`config.mk`:
```
export PLATFORM = sky130hd
export DESIGN_NAME = acc_sched
export DESIGN_NICKNAME = d
export VERILOG_FILES = /design/src/rtl/acc_sched.sv
export SDC_FILE = /design/constraint.sdc
export NUM_CORES = 1
export LEC_CHECK = 0
export ABC_CLOCK_PERIOD_IN_PS = 2850
export CAP_MARGIN = 20
export CELL_PAD_IN_SITES_DETAIL_PLACEMENT = 0
export CELL_PAD_IN_SITES_GLOBAL_PLACEMENT = 1
export CORE_MARGIN = 1
export CORE_UTILIZATION = 40
export DETAILED_ROUTE_END_ITERATION = 8
export HOLD_SLACK_MARGIN = 0.03
export PLACE_DENSITY = 0.85
export SETUP_SLACK_MARGIN = 0.02
export SLEW_MARGIN = 20
export SYNTH_ARGS = -nofsm -noshare
export SYNTH_HDL_FRONTEND = slang
export SYNTH_SLANG_ARGS = --single-unit
```
`constraint.sdc`:
```
create_clock -name clk -period 2.85 [get_ports clk]
set_clock_uncertainty 0.15 [all_clocks]
set_input_delay 0.4275 -clock clk [delete_from_list [all_inputs] [get_ports clk]]
set_output_delay 0.4275 -clock clk [all_outputs]
set_load 0.005 [all_outputs]
```
`src/rtl/acc_sched.sv`:
```
`default_nettype none
// acc_sched: round-robin scheduler that streams operands from two requesters into an
// external accumulator in bounded batches, reporting each batch total with overflow/error flags.
module acc_sched #(
  parameter int BURST = 4
) (
  input  logic       clk,
  input  logic       rst,
  input  logic       req0,
  input  logic [3:0] din0,
  input  logic       req1,
  input  logic [3:0] din1,
  output logic       gnt0,
  output logic       gnt1,
  output logic [3:0] acc_in,
  output logic       acc_clr,
  input  logic [4:0] acc_val,
  output logic       sum_valid,
  output logic [4:0] sum_out,
  output logic       sum_owner,
  output logic       sum_ovf,
  output logic       sum_err
);

  localparam logic [3:0] C_BURST = 4'(BURST);

  typedef enum logic [2:0] {
    S_IDLE   = 3'd0,
    S_RUN    = 3'd1,
    S_DRAIN  = 3'd2,
    S_REPORT = 3'd3,
    S_CLEAR  = 3'd4
  } state_t;

  state_t     state_q;
  logic       owner_q;
  logic       last_q;
  logic       ovf_q;
  logic [4:0] shadow_q;
  logic [3:0] count_q;
  logic       gnt0_q;
  logic       gnt1_q;
  logic [3:0] acc_in_q;
  logic       acc_clr_q;
  logic       sum_valid_q;
  logic [4:0] sum_out_q;
  logic       sum_owner_q;
  logic       sum_ovf_q;
  logic       sum_err_q;

  logic       req_own_d;
  logic [3:0] din_own_d;
  logic [5:0] sum_d;
  logic [3:0] count_d;
  logic       owner_d;

  assign req_own_d = owner_q ? req1 : req0;
  assign din_own_d = owner_q ? din1 : din0;
  // One extra bit so a sum above 31 is visible before it is committed.
  assign sum_d     = {1'b0, shadow_q} + {2'b00, din_own_d};
  assign count_d   = count_q + 4'd1;
  assign owner_d   = (req0 & req1) ? ~last_q : req1;

  always_ff @(posedge clk or posedge rst) begin
    if (rst) begin
      state_q     <= S_IDLE;
      owner_q     <= 1'b0;
      last_q      <= 1'b1;
      ovf_q       <= 1'b0;
      shadow_q    <= '0;
      count_q     <= '0;
      gnt0_q      <= 1'b0;
      gnt1_q      <= 1'b0;
      acc_in_q    <= '0;
      acc_clr_q   <= 1'b0;
      sum_valid_q <= 1'b0;
      sum_out_q   <= '0;
      sum_owner_q <= 1'b0;
      sum_ovf_q   <= 1'b0;
      sum_err_q   <= 1'b0;
    end else begin
      case (state_q)
        S_IDLE: begin
          acc_in_q <= '0;
          if (req0 | req1) begin
            owner_q  <= owner_d;
            gnt0_q   <= ~owner_d;
            gnt1_q   <= owner_d;
            shadow_q <= '0;
            count_q  <= '0;
            ovf_q    <= 1'b0;
            state_q  <= S_RUN;
          end
        end
        S_RUN: begin
          if (!req_own_d || sum_d > 6'd31) begin
            // Rejected operand is left on the bus for a later batch.
            ovf_q    <= req_own_d;
            acc_in_q <= '0;
            gnt0_q   <= 1'b0;
            gnt1_q   <= 1'b0;
            state_q  <= S_DRAIN;
          end else begin
            acc_in_q <= din_own_d;
            shadow_q <= sum_d[4:0];
            count_q  <= count_d;
            if (count_d == C_BURST) begin
              gnt0_q  <= 1'b0;
              gnt1_q  <= 1'b0;
              state_q <= S_DRAIN;
            end
          end
        end
        S_DRAIN: begin
          acc_in_q <= '0;
          state_q  <= S_REPORT;
        end
        S_REPORT: begin
          sum_out_q   <= acc_val;
          sum_owner_q <= owner_q;
          sum_ovf_q   <= ovf_q;
          sum_err_q   <= (acc_val != shadow_q);
          sum_valid_q <= 1'b1;
          acc_clr_q   <= 1'b1;
          state_q     <= S_CLEAR;
        end
        S_CLEAR: begin
          sum_valid_q <= 1'b0;
          acc_clr_q   <= 1'b0;
          last_q      <= owner_q;
          state_q     <= S_IDLE;
        end
        default: state_q <= S_IDLE;
      endcase
    end
  end

  assign gnt0      = gnt0_q;
  assign gnt1      = gnt1_q;
  assign acc_in    = acc_in_q;
  assign acc_clr   = acc_clr_q;
  assign sum_valid = sum_valid_q;
  assign sum_out   = sum_out_q;
  assign sum_owner = sum_owner_q;
  assign sum_ovf   = sum_ovf_q;
  assign sum_err   = sum_err_q;

endmodule
`default_nettype wire

```
==> results of run 1 <==
## logic make-up after synthesis
logic type	count (synthesis)	share of synthesized area
AO/OA/AOI/OAI	44	0.1837
AND/OR/NAND/NOR	41	0.1205
flip-flops	30	0.4416
buffers and inverters	20	0.07347
multiplexers	13	0.08376
XOR/XNOR	8	0.04115
adder cells (fa/ha/maj)	7	0.05584
## worst max-delay path, stage by stage (launching register included)
cell	delay, ns
dfrtp_1	0.59
mux2i_2	0.36
inv_1	0.08
ha_1	0.28
a21oi_1	0.26
o22a_1	0.24
nand2_1	0.21
o31ai_1	0.29
## path summary, 6_finish.rpt
check | from | end | slack, ns | cells past startpoint
hold reg to reg | sum_ovf$_DFFE_PP0P_ | sum_ovf$_DFFE_PP0P_ | 0.33 | 2
min in group asynchronous | rst | acc_in[0]$_DFFE_PP0P_ | 0.38 | 3
setup reg to reg | owner_q$_DFFE_PP0P_ | shadow_q[1]$_DFFE_PP0P_ | 0.29 | 7
max in group asynchronous | rst | last_q$_DFFE_PP1N_ | 1.86 | 3
setup / recovery | owner_q$_DFFE_PP0P_ | shadow_q[1]$_DFFE_PP0P_ | 0.29 | 7
hold / removal | sum_ovf$_DFFE_PP0P_ | sum_ovf$_DFFE_PP0P_ | 0.33 | 2
## metrics by stage
step / hold WS (ns) / std cells / worst slack (ns) / area, um^2 / utilization
2_1_floorplan: 0.2879 / 163 / 0.6953 / 1703 / -
3_3_place_gp: 0.3135 / 239 / 0.2715 / 2028 / 0.4998
3_5_place_dp: 0.3158 / 239 / 0.1414 / 2028 / 0.4998
4_1_cts: 0.3306 / 247 / 0.2313 / 2120 / 0.5224
5_1_grt: 0.3564 / 247 / 0.05048 / 2123 / 0.5233
6_report: 0.3303 / 247 / 0.2911 / 2123 / 0.5233
## power breakdown
part | switching, W | internal, W | total, W
clock | 0.000149 | 0.000194 | 0.000343
sequential | 0.000186 | 0.000596 | 0.000781
combinational | 0.000410 | 0.000511 | 0.000921
## flip-flops by register name (all words and copies together) (netlist names)
| signal | cells |
|---|---|
| count_q | 4 |
| gnt0 | 1 |
| state_q | 3 |
| acc_in | 4 |
| shadow_q | 5 |
| sum_owner | 1 |
| ovf_q | 1 |
| sum_err | 1 |
| sum_ovf | 1 |
| sum_out | 5 |
| sum_valid | 1 |
| last_q | 1 |
| owner_q | 1 |
| gnt1 | 1 |
## placed cells by master, fill, tap and decap left out, types with 2 or more instances in the layout
cell type,synthesis,final
clkdlybuf4s50_1,0,32
dfrtp_1,29,29
nand2_1,16,16
o21ai_0,10,10
mux2_2,10,10
inv_1,10,10
o211ai_1,10,10
a21oi_1,6,6
nor2_1,6,6
ha_1,6,6
clkbuf_8,1,6
nand3_1,5,5
xnor2_1,5,5
buf_4,2,4
a32o_1,3,3
nor2b_1,3,3
xor2_1,3,3
mux2i_1,3,2
nand2b_1,2,2
o32ai_1,2,2
a2bb2oi_1,2,2
o21ai_1,2,2
o21a_1,2,2
nor3_1,2,2
## repair_timing
| item | 4_1_cts | 5_1_grt |
|---|---|---|
| setup endpoints to repair | 0 | 3 |
| resized for setup | 0 | 1 |
| buffers inserted | 0 | 0 |
## layout make-up
cell class | count | area (um^2) | area share
multi-input cells | 113 | 829.5 | 0.3907
flip-flops and latches | 30 | 752.0 | 0.3542
repair buffers | 36 | 350.3 | 0.1650
clock buffers | 7 | 86.33 | 0.04066
well taps | 50 | 62.56 | 0.02946
inverters | 10 | 37.54 | 0.01768
clock inverters | 1 | 5.005 | 0.002357
## layer usage
metal	up-vias	routed length, um	track usage
met5	-	0	0
met2	36	1825	0.3125
met3	8	190	0.04899
met4	0	59	0.07181
met1	662	1675	0.2345
li1	641	-	-
==> results.md, run 1 <==
- For this run, the post-layout net count is 220.
- For this run, the total global-route usage over all layers was measured as 0.1888.
- The nature of the critical path endpoint is a flop.
- Setup repair after global routing left no endpoint under its margin.
- The share of flip-flops with an asynchronous set or reset is 1.000.
- The tool flagged a number of max-cap violations equal to 0.
- Dividing the final minimum period by the clock period gives 0.8978.
- A synthesized cell averages ~10 um^2.
- The number of distinct library cells after synthesis is 42.
- The post-synthesis sequential area ratio is 0.4416.
- At the pin with the least slew margin, the transition time is between 0.6 and 0.7 ns.
- The count of mapped cells out of synthesis is about 160.
- Timing would allow up to 0.3908 GHz.
- Entering global routing, the biggest net connects 31 pins.
- The clock net in this run drives a total of 30 sinks.
- Dividing the detail-routed wire length by the instance count gives roughly 15 um.
- Dividing total power by cell area gives a power density of around 960 nW/um^2.
- The worst setup path is launched from a flop.
- The data arrival at the endpoint of the critical path is roughly 2.6 ns.
- Compared with the post-synthesis result, the final layout area differs by 24.69%.
- Using the TritonRoute via totals, the vias-per-cell ratio works out to ~5.5.
- The via count of the first global-routing pass is roughly 1300.
- The total count of hold-check failures in the final report is 0.
- The DRC marker count from the first detailed-route iteration is 64.
- The total congestion overflow after global routing is 0.
- TritonCTS created 5 clock buffers.
- The total die area is between 4000 and 5000 um^2.
- The class of the worst hold path is reg2reg.
- The post-synth design cell area is roughly 1700 um^2.
- For this design the top-level I/O count stands at 33.
- The tightest slew margin relative to the limit is 0.5514.
- Buffers placed on the I/O ports in this run total 32.
- Once detailed placement completed, the half-perimeter wirelength came to approximately 2800 um.
- Of the cells placed in the final design, the portion with a size suffix greater than 1 is 0.1421.
- The repair_antennas step left the layout with diodes totalling 0.
- In the synthesized netlist the dominant register cell turns out to be dfrtp_1.
- When the netlist entered floorplanning its net count stood at ~190.
- The power after layout is between 0.002 and 0.0025 W.
- The number of hold buffers added after CTS is 0.
- The detailed-routing iteration count for the pre-antenna-repair pass is 4.
- The CTS tree is yes.
- The number of enable-type register cells in the synthesized netlist is 0.
- The clock root buffer is clkbuf_8.
- The maximum resistive drop on vdd is between 0.0004 and 0.0005 V.
- The final-report setup violation count is 0.
- The chip height is slightly below 70 um.
- The H-tree generated during clock tree synthesis spans 2 levels.
- The proportion of netlist area held by the largest area contributor is 0.4262.
- Summed over all layers, the routed wires come to ~3800 um.
- The first global-routing pass estimated 6161 um of wire.
- The total via count after detailed routing is roughly 1300.
- The number of antenna violations at the first check in global routing is 0.
- The category of the most critical setup path is reg2reg.
- In the synthesized netlist, the cells that appear most often are 29 x dfrtp_1, 16 x nand2_1.
- The clock latency on the worst-skew pair is 0.28 ns.
- The shortest clock period the worst path allows after layout is about 2.6 ns.
- The clock edge transition at the registers on the reported setup and hold paths is around 0.060 ns.
- In the routed design, unresolved DRC markers number 0.
- Data on the critical path is required at its endpoint by approximately 2.9 ns.
- The number of flip-flops and latches in the synthesized netlist is 30.
- The final-report max-slew violation count is 0.
- The most common cell in the synthesized netlist is dfrtp_1.
- The total number of yosys warnings is 0.
- The flow ran to the end, and the final reports show no timing, DRC or antenna violations.
- The longest clock path from root to sink contains 2 buffers.
- The post-route antenna net violation count is 0.
- The core footprint is approximately 4100 um^2.
- Of all nets on the critical path, the largest fanout is 8.
- After floorplanning, the core was divided into 23 placement rows.
- By area the synthesized netlist is led by dfrtp_1 43%, mux2_2 6.6%, ha_1 4.4%.
- The leakage power total is just over 0.9 nW.
- The number of fill cells is roughly 370.
- The width of the die is 67.25 um.
- The starting density of the core is 0.4197.
- The largest area contributor in the synthesized netlist is dfrtp_1.
- At the end of routability-driven placement, the weighted congestion stood at between 0.8 and 0.9.
- Setup total negative slack on the finished layout was measured at 0 ns.
No activity file was read; power rests on OpenSTA's default activity.
==> run 2: changes to the inputs <==
--- a/config.mk
+++ b/config.mk
@@ -15,6 +15,7 @@
 export HOLD_SLACK_MARGIN = 0.03
 export PLACE_DENSITY = 0.85
 export SETUP_SLACK_MARGIN = 0.02
+export SKIP_CTS_REPAIR_TIMING = 1
 export SLEW_MARGIN = 20
 export SYNTH_ARGS = -nofsm -noshare
 export SYNTH_HDL_FRONTEND = slang
==> results of run 2 <==
Same layout as run 1: the final DEF is identical, and so are final timing and power.
==> run 3: changes to the inputs <==
--- a/config.mk
+++ b/config.mk
@@ -5,15 +5,15 @@
 export SDC_FILE = /design/constraint.sdc
 export NUM_CORES = 1
 export LEC_CHECK = 0
-export ABC_CLOCK_PERIOD_IN_PS = 2850
+export ABC_CLOCK_PERIOD_IN_PS = 2100
 export CAP_MARGIN = 20
 export CELL_PAD_IN_SITES_DETAIL_PLACEMENT = 0
 export CELL_PAD_IN_SITES_GLOBAL_PLACEMENT = 1
 export CORE_MARGIN = 1
-export CORE_UTILIZATION = 40
+export CORE_UTILIZATION = 36
 export DETAILED_ROUTE_END_ITERATION = 8
 export HOLD_SLACK_MARGIN = 0.03
-export PLACE_DENSITY = 0.85
+export PLACE_DENSITY = 0.81
 export SETUP_SLACK_MARGIN = 0.02
 export SKIP_CTS_REPAIR_TIMING = 1
 export SLEW_MARGIN = 20
==> constraint.sdc (replaced) <==
create_clock -name clk -period 2.1 [get_ports clk]
set_clock_uncertainty 0.15 [all_clocks]
set_input_delay 0.315 -clock clk [delete_from_list [all_inputs] [get_ports clk]]
set_output_delay 0.315 -clock clk [all_outputs]
set_load 0.005 [all_outputs]
==> run 3 against run 2 <==
  * The flow now finishes with violations (design-rule violations, negative setup slack)
  * Register-to-register slack worse by 0.32 ns
  * Die area grew 11%
  * Non-clock buffer count grew 14
  * Clock power up 44%
  * Routed wire length grew 15%
  * Sequential cell count unchanged
  * Final area grew 12%
  * First-iteration DRC count fell by 6.3%
  * Critical path depth unchanged
  * Global-route usage down 1.2 points
  * Worst hold slack got worse by 0.068 ns
  * Critical path type unchanged
  * Critical endpoint unchanged
  * Largest cell class unchanged
==> results.md, run 3 (synthesized netlist as in run 1, its figures left out) <==
- The maximum buffer depth of the clock tree came to 2 (unchanged).
- The category of the most critical setup path is reg2reg.
- The average wire per cell in the routed design came to 16.42 um (+8.1%).
- The critical path required time is 2.11 ns (-0.76 ns).
- The via count of the first global-routing pass is 1450 (+11%).
- The data arrival at the endpoint of the critical path is 2.15 ns (-0.43 ns).
- The final worst hold slack is 0.2626 ns (-0.06771 ns).
- Setup repair after global routing could not meet its margin everywhere.
- The fraction of layout instances using a drive strength above 1 is 0.2701 (+0.1280).
- The detailed-routing iteration count for the pre-antenna-repair pass is 6 (+2).
- The checks that failed: design-rule violations, negative setup slack.
- The proportion of total power due to net switching is 0.3760 (+0.01208).
- TritonCTS built the clock tree.
- The fraction of power consumed by combinational cells is 0.511 (+0.061).
- The number of ports placed on the die boundary came to 33 (unchanged).
- The number of I/O port buffers is 32 (unchanged).
- The power after layout is 0.003209 W (+57%).
- The max-capacitance violation count is 0 (unchanged).
- The number of antenna violations at the first check in global routing is 0 (unchanged).
- The family with the most delay on the worst path is compound AO/OA/AOI/OAI gates.
- The fmax was 0.4687 GHz (+20%).
- The DRC marker count from the first detailed-route iteration is 60 (-6.3%).
- The cell depth of the worst flop-to-flop path is 7 (unchanged).
- The highest cell delay on the worst timing path is 0.49 ns (-0.10 ns).
- The number of fill cells is 379 (+1.6%).
- The library cells used most frequently in the layout, excluding fill and tap cells, are 32 x clkdlybuf4s50_1, 28 x dfrtp_1, 14 x nand2_1, 14 x buf_4, 10 x o211ai_1.
- The number of nets at the end of the flow is 234 (+6.4%).
- STA classifies the critical path startpoint as a flop.
- The starting density of the core came to 0.3832 (-0.03651).
- The clock edge transition at the registers on the reported setup and hold paths is 0.07 ns (about the same).
- The power spent charging and discharging nets came to 0.001207 W (+62%).
- The most common cell after layout, fill and taps aside is clkdlybuf4s50_1.
- The sequential cell fraction of total power was 0.335 (-0.047).
- The total die area came to 5009 um^2 (+11%).
- The largest fanout on the critical path is 6 (-2).
- The final core utilization is 0.5360 (+0.01275).
- The sum of buffers and inverters on the critical path was 1 (unchanged).
- The number of H-tree branching levels is 2 (unchanged).
- The leakage power total was 0.9994 nW (+9.9%).
- The placer's final routability congestion estimate is 0.8127 (-3.7%).
- The worst setup path is captured at a flop.
- The final-report setup violation count was 4 (+4).
- The pre-CTS worst setup slack was -0.2846 ns (-0.4260 ns).
- The clock latency on the worst-skew pair is 0.29 ns (about the same).
- The ratio of total power to cell area is 1347 nW/um^2 (+40%).
- The clock power share is 0.154 (-0.014).
- The clock buffer count from CTS is 5 (unchanged).
- The maximum number of pins on one net before global-route repair is 31 (unchanged).
- The first-pass GRT wire length was 6796 um (+10%).
- The final worst slack is -0.03350 ns (-0.3247 ns).
- The part of the cycle the worst path needs was 1.016 (+0.1181).
- The total congestion overflow after global routing is 0 (unchanged).
- The via density per instance is 5.490 (+0.68%).
- The chip height was 70.78 um (+5.2%).
- The post-route antenna net violation count is 0 (unchanged).
- The width of the die was 70.78 um (+5.2%).
- The maximum resistive drop on vdd is 0.0005128 V (+15%).
- The run finished, with violations left.
- The shortest clock period the worst path allows after layout is 2.134 ns (-0.4253 ns).
- The final-report max-slew violation count is 0 (unchanged).
- The number of clock sinks is 30 (unchanged).
- The transition time of the tightest slew-check pin is 0.3940 ns (-0.2790 ns).
- The core footprint is 4444 um^2 (+9.5%).
- The post-detailed-route DRC marker count is 12 (+12).
- The final sum of negative setup slack is -0.06486 ns (-0.06486 ns).
- The class of the worst hold path is in2async.
- The total internal power came to 0.002002 W (+54%).
- The logic depth of the worst setup path including buffers is 7 (unchanged).
- The placement row count was 24 (+4.3%).
- The total count of hold-check failures in the final report is 0 (unchanged).
- The total routing usage reported by global routing is 0.1769 (-0.01194).
- The wire length reported by the detailed router came to 4319 um (+15%).
- The total via count after detailed routing is 1444 (+7.2%).
- Traced cell by cell, the critical path runs through mux2_4, ha_4, a21oi_4, o22ai_4, buf_4, o211ai_1, o31ai_1.
- The sum of net half-perimeters after detailed placement was 3075 um (+11%).
- From synthesis to final layout, the design area changed by 39.90%.
- The antenna diode instance count is 0 (unchanged).
- The clock root buffer is clkbuf_8.
- The critical-path cell with the highest stage delay is dfrtp_2.
- The tightest slew margin relative to the limit came to 0.7373 (+0.1860).
- The slack of the worst reg-to-reg path is -0.03 ns (-0.32 ns).
-- run 3: layer usage --
| metal | part of all wire | GRT usage | vias to the layer above | wire, um |
|---|---|---|---|---|
| li1 | - | - | 671 | - |
| met1 | 0.42 | 0.2195 | 722 | 1813 |
| met2 | 0.51 | 0.2959 | 46 | 2182 |
| met3 | 0.063 | 0.05128 | 5 | 271 |
| met4 | 0.012 | 0.06000 | 0 | 51 |
| met5 | 0 | 0 | - | 0 |
-- run 3: path summary, 6_finish.rpt --
check                                          from                 endpoint
max in group asynchronous                       rst       last_q$_DFFE_PP1N_
worst min-delay path                            rst    acc_in[1]$_DFFE_PP0P_
worst min register to register  sum_err$_DFFE_PP0P_      sum_err$_DFFE_PP0P_
worst max register to register  owner_q$_DFFE_PP0P_  shadow_q[1]$_DFFE_PP0P_
worst max-delay path            owner_q$_DFFE_PP0P_  shadow_q[1]$_DFFE_PP0P_
min in group clk                sum_err$_DFFE_PP0P_      sum_err$_DFFE_PP0P_
-- run 3: worst min-delay path: cells and delay by family --
| family | cells | cell delay [ns] |
|---|---|---|
| buf+inv | 3 | 0.80 |
-- run 3: final cells by class --
cell class | instances | area [um^2] | share of cell area
timing repair buffer | 50 | 470.5 | 0.1975
sequential | 30 | 753.2 | 0.3162
tap | 52 | 65.06 | 0.02731
clock inverter | 2 | 12.51 | 0.005252
multi-input combinational | 113 | 960.9 | 0.4034
clock buffer | 6 | 82.58 | 0.03466
inverter | 10 | 37.54 | 0.01576
-- run 3: power groups by stage --
stage	sequential, W	clock (W)	combinational [W]
after CTS	0.00105	0.000510	0.00146
final	0.00108	0.000493	0.00164
after floorplan	0.000966	0	0.000984
after global placement	0.00104	0	0.00140
after detailed placement	0.00106	0	0.00145
after global routing	0.00111	0.000534	0.00178
-- run 3: stage by stage --
stage | std cells | instance area [um^2]
final | 263 | 2382
after global routing | 263 | 2382
after CTS | 262 | 2256
after detailed placement | 254 | 2161
after global placement | 254 | 2161
after floorplan | 163 | 1735
